`config.mk`:
```
export PLATFORM = sky130hd
export DESIGN_NAME = ls_down_counter
export DESIGN_NICKNAME = d
export VERILOG_FILES = /design/src/rtl/ls_down_counter.sv
export SDC_FILE = /design/constraint.sdc
export NUM_CORES = 1
export LEC_CHECK = 0
export ABC_CLOCK_PERIOD_IN_PS = 1100
export CORE_AREA = 2 2 39 41
export DETAILED_ROUTE_END_ITERATION = 8
export DIE_AREA = 0 0 41 43
export SYNTH_ARGS = -nofsm -noshare
export SYNTH_HDL_FRONTEND = slang
export SYNTH_SLANG_ARGS = --single-unit
```
`constraint.sdc`:
```
create_clock -name CP -period 1.1 [get_ports CP]
set_input_delay 0.33 -clock CP [delete_from_list [all_inputs] [get_ports CP]]
set_output_delay 0.33 -clock CP [all_outputs]
set_load 0.02 [all_outputs]
```
`src/rtl/ls_down_counter.sv`:
```
`default_nettype none
// ============================================================================
// Module      : ls_down_counter
// Description : Synchronous 74LS-style binary down counter with parallel
//               load, cascade enables (CEP/CET), combinational borrow (TC)
//               and a registered zero-reached pulse (ZP).
//
//               Optional feature macro: LS_DOWN_COUNTER_AUTO_RELOAD_EN
//                 undefined : a count at Q==0 wraps to all-ones.
//                 defined   : a count at Q==0 reloads Q from the value
//                             captured at the last parallel load (RLD),
//                             giving a modulo-(RLD+1) divider.
//
// Ports       : CP   in   clock, rising edge
//               SR   in   synchronous reset, active-low
//               P    in   parallel load data [WIDTH-1:0]
//               PE   in   parallel load enable, active-low
//               CEP  in   count enable, parallel
//               CET  in   count enable, trickle (also gates TC)
//               Q    out  counter value, registered [WIDTH-1:0]
//               TC   out  terminal count / borrow, combinational
//               ZP   out  one-cycle pulse on a 1->0 count step, registered
//
// Revision    : 1.0 - initial release
// ============================================================================
module ls_down_counter #(
    parameter int WIDTH = 4
) (
    input  logic             CP,
    input  logic             SR,
    input  logic [WIDTH-1:0] P,
    input  logic             PE,
    input  logic             CEP,
    input  logic             CET,
    output logic [WIDTH-1:0] Q,
    output logic             TC,
    output logic             ZP
);

    localparam logic [WIDTH-1:0] c_one = {{(WIDTH-1){1'b0}}, 1'b1};

    // Declaration initializers give defined power-up values.
    logic [WIDTH-1:0] r_q   = '0;
    logic [WIDTH-1:0] r_rld = '0;
    logic             r_zp  = 1'b0;

    logic             w_ce;
    logic             w_q_zero;
    logic [WIDTH-1:0] w_wrap;

    assign w_ce     = CEP & CET & PE;
    assign w_q_zero = (r_q == '0);

`ifdef LS_DOWN_COUNTER_AUTO_RELOAD_EN
    // Modulo-N divider: the zero state is followed by the captured preload.
    assign w_wrap = r_rld;
`else
    // Plain binary wrap to all-ones. RLD is still maintained so both builds
    // share the same state; ORing with all-ones discards its value.
    assign w_wrap = r_rld | {WIDTH{1'b1}};
`endif

    always_ff @(posedge CP) begin
        if (!SR) begin
            r_q   <= '0;
            r_rld <= '0;
            r_zp  <= 1'b0;
        end else if (!PE) begin
            r_q   <= P;
            r_rld <= P;
            r_zp  <= 1'b0;
        end else if (w_ce) begin
            if (!w_q_zero) begin
                r_q  <= r_q - c_one;
                // Pulse only on the step that lands on zero.
                r_zp <= (r_q == c_one);
            end else begin
                r_q  <= w_wrap;
                r_zp <= 1'b0;
            end
        end else begin
            r_zp <= 1'b0;
        end
    end

    assign Q  = r_q;
    assign ZP = r_zp;
    // Unregistered so a cascaded stage sees the borrow in the same cycle.
    assign TC = CET & w_q_zero;

endmodule
`default_nettype wire

```
==> impl_results.md <==
* Net switching share of the total power at 0.296
* Total number of placement rows at 14
* Cts bufs inserted at 3
* First-pass iteration count of the detailed router at 1
* Number of distinct standard cells referenced by the synthesized netlist at 19
* Number of buffers inserted by hold repair at cts at 0
* Antenna fix cells at 0
* GRT Util Overall at 0.136
* Final WL at approximately 930 um
* Global-route wire length before repair at 1540 um
* Worst hold slack across all endpoints at 0.584 ns
* Crit path DAT at 1.07 ns
* Run status: finished with violations
* Final estimated routing congestion in global placement at 0.758
* Clock buffer depth at 2
* Class of the most critical setup path: flip-flop to output port
* Pin count of the biggest net entering global routing at 8
* Number of nets in the finished design at 78
* Reported net switching power at 206 uW
* Minimum clock period after layout at 1.40 ns
* H-tree depth at 1
* Final-report max-slew violation count at 0
* Worst path top cell family by delay: flip-flops
* Total instance count after detailed placement at 75
* Die Footprint at 1760 um^2
* Post-route cell area at 706 um^2
* Total vias in the final route at 380
* Cell count after synthesis at 35
* Smallest setup slack after layout at -0.302 ns
* Synth Net Count at 46
* Proportion of layout cells with a drive suffix above 1 at 0.606
* CTS Sinks at 5
* Actual slew at the worst max-slew pin at 0.237 ns
* Slowest stage delay, CP at 0.35 ns
* Number of register bits inferred by synthesis at 5
* Final cycle utilization of the critical path at 1.27
* Fraction of power consumed by combinational cells at 0.392
* Overall power of the completed layout at about 690 uW
* TritonCTS clock tree: done
* Cell internal power dissipation at a little under 500 uW
* Core Area at 1380 um^2
* Via-per-instance ratio at 4.63
* Synthesis-to-layout area growth at 138%
* Initial antenna violation count at 0
* Master of the slowest instance on the critical path: sky130_fd_sc_hd__dfxtp_4
* Crit path required time at 0.77 ns
* Register-to-register path setup slack at -0.23 ns
* Clock network power share at 0.306
* DRC at 0
* Setup TNS after final layout at -0.936 ns
* Final Non-Filler Cells at between 80 and 90
* I/O pin total at 15
* Highest Clock Rate at slightly above 700 MHz
* Die W at 41 um
* Mapped Avg Cell Area at ~8.5 um^2
* Synth Cell Area at a little under 300 um^2
* Sequential fraction of the synthesis area at 0.338
* Effective utilization at floorplan at 0.214
* Leak at slightly below 0.3 nW
* Post-route ant nets at 0
* Crit path capture type: output port
* Clock-pin slew on the worst setup and hold paths at around 0.040 ns
* Via count of the first global-routing pass at 382
* Cell-by-cell listing of the critical path: inv_4 -> ha_4 -> nand2_4 -> nor3_4 -> buf_6
* Slew headroom at 0.842
* Post-DP Area at 576 um^2
* Sequential fraction of design power at 0.302
* Min-Delay Path Class: flip-flop to flip-flop
* Peak supply drop at a little over 0.0005 V
* Worst path buffer plus inverter count at 2
* Max_cap viols at 0
* Vertical die dimension at 43 um
* Worst Setup Start Kind: flip-flop
* Pwr Density at just under 1000 nW/um^2
* Port bufs at 14
* Highest fanout seen on the critical path at 2
* Count of yosys warnings during synthesis at 0
* Drt first-iter violations at 0
* Setup repair after global routing missed its margin: true
* Final count of negative-setup-slack endpoints at 5
* Final Hold Viols at 0
* Mean routed wirelength per cell at ~11 um
* Root Buffer Master: sky130_fd_sc_hd__clkbuf_4
* Total grt overflow at 0
* Failing checks: setup timing
* Clock Skews at around 0.0018 ns
* DP HPWL at 700 um
* Latest clock arrival within the worst-skew pair at 0.24 ns
power by group through the flow:
stage	sequential, mW	clock, mW	combinational (mW)
global route	0.212	0.238	0.298
finish	0.209	0.212	0.272
floorplan	0.230	0	0.0823
detailed placement	0.212	0	0.217
global placement	0.211	0	0.215
CTS	0.209	0.228	0.240
metrics by stage:
step | utilization | worst slack [ns]
6_report | 0.510 | -0.302
5_1_grt | 0.510 | -0.369
4_1_cts | 0.466 | -0.317
3_5_place_dp | 0.416 | -0.904
3_3_place_gp | 0.416 | -0.896
2_1_floorplan | - | -0.0992
placed cells by master (no fill, tap or decap), types with 2 or more instances in the layout:
cell type	instances
sky130_fd_sc_hd__inv_4	2
sky130_fd_sc_hd__a31oi_1	2
sky130_fd_sc_hd__a21oi_1	2
sky130_fd_sc_hd__buf_4	10
sky130_fd_sc_hd__o21ai_0	2
sky130_fd_sc_hd__dlygate4sd2_1	3
sky130_fd_sc_hd__buf_6	9
sky130_fd_sc_hd__nand2b_1	2
sky130_fd_sc_hd__ha_4	2
sky130_fd_sc_hd__clkdlybuf4s50_1	5
sky130_fd_sc_hd__dfxtp_4	4
sky130_fd_sc_hd__clkbuf_4	3
sky130_fd_sc_hd__inv_1	2
synth_stat cells (all sizes together):
cell type	instances	area [um^2]
a21oi	3	15.0
a31oi	2	12.5
o32ai	1	8.76
nor4	1	6.26
inv	4	15.0
buf	1	7.51
nand2b	2	12.5
nand3	2	10.0
nor4b	1	8.76
o21bai	1	7.51
nor3	1	5.00
nand4b	1	8.76
nor2b	1	6.26
nand4	1	12.5
o21ai	2	10.0
dfxtp	5	100
xnor2	2	17.5
nand2	2	7.51
ha	2	25.0
logic make-up after synthesis:
kind of cell | count (synthesis) | share of synthesized area
xor+xnor | 2 | 0.0591
simple gates | 12 | 0.262
compound gates | 9 | 0.181
buf+inv | 5 | 0.0759
fa+ha+maj | 2 | 0.0844
flops | 5 | 0.338
state kept, by name, summed over array words and instances (netlist names):
name  flops
Q         4
ZP        1
worst paths after layout:
check	end	from	depth (start not counted)
hold / removal	ZP	Q[2]	2
setup / recovery	TC	Q[1]	5
setup reg to reg	Q[3]	Q[0]	7
hold reg to reg	ZP	Q[2]	2
per-layer routing:
metal	part of all wire	track usage
met5	0	0
met4	0.018	0.120
met3	0.070	0.0524
met2	0.50	0.203
met1	0.42	0.137
worst reg2reg max path, stage by stage, from the launching register on:
cell,delay [ns]
sky130_fd_sc_hd__dfxtp_4,0.34
sky130_fd_sc_hd__buf_4,0.13
sky130_fd_sc_hd__buf_6,0.10
sky130_fd_sc_hd__buf_6,0.11
sky130_fd_sc_hd__buf_6,0.12
sky130_fd_sc_hd__o21bai_4,0.14
sky130_fd_sc_hd__a21oi_2,0.07
sky130_fd_sc_hd__o32ai_2,0.23
timing repair:
item / 4_1_cts / 5_1_grt
gates resized for setup: 43 / 13
pin swaps: 3 / 6
hold endpoints to repair: 0 / 0
setup endpoints to repair: 11 / 8
buffers inserted: 4 / 1
final cells by class:
cell class / instances / area [um^2]
Sequential cell: 5 / 115
Tap cell: 16 / 20.0
Fill cell: 137 / 678
Inverter: 4 / 20.0
Multi-Input combinational cell: 25 / 267
Timing Repair Buffer: 28 / 258
Clock buffer: 4 / 26.3
Note: power is estimated with default switching activity, not from simulation.
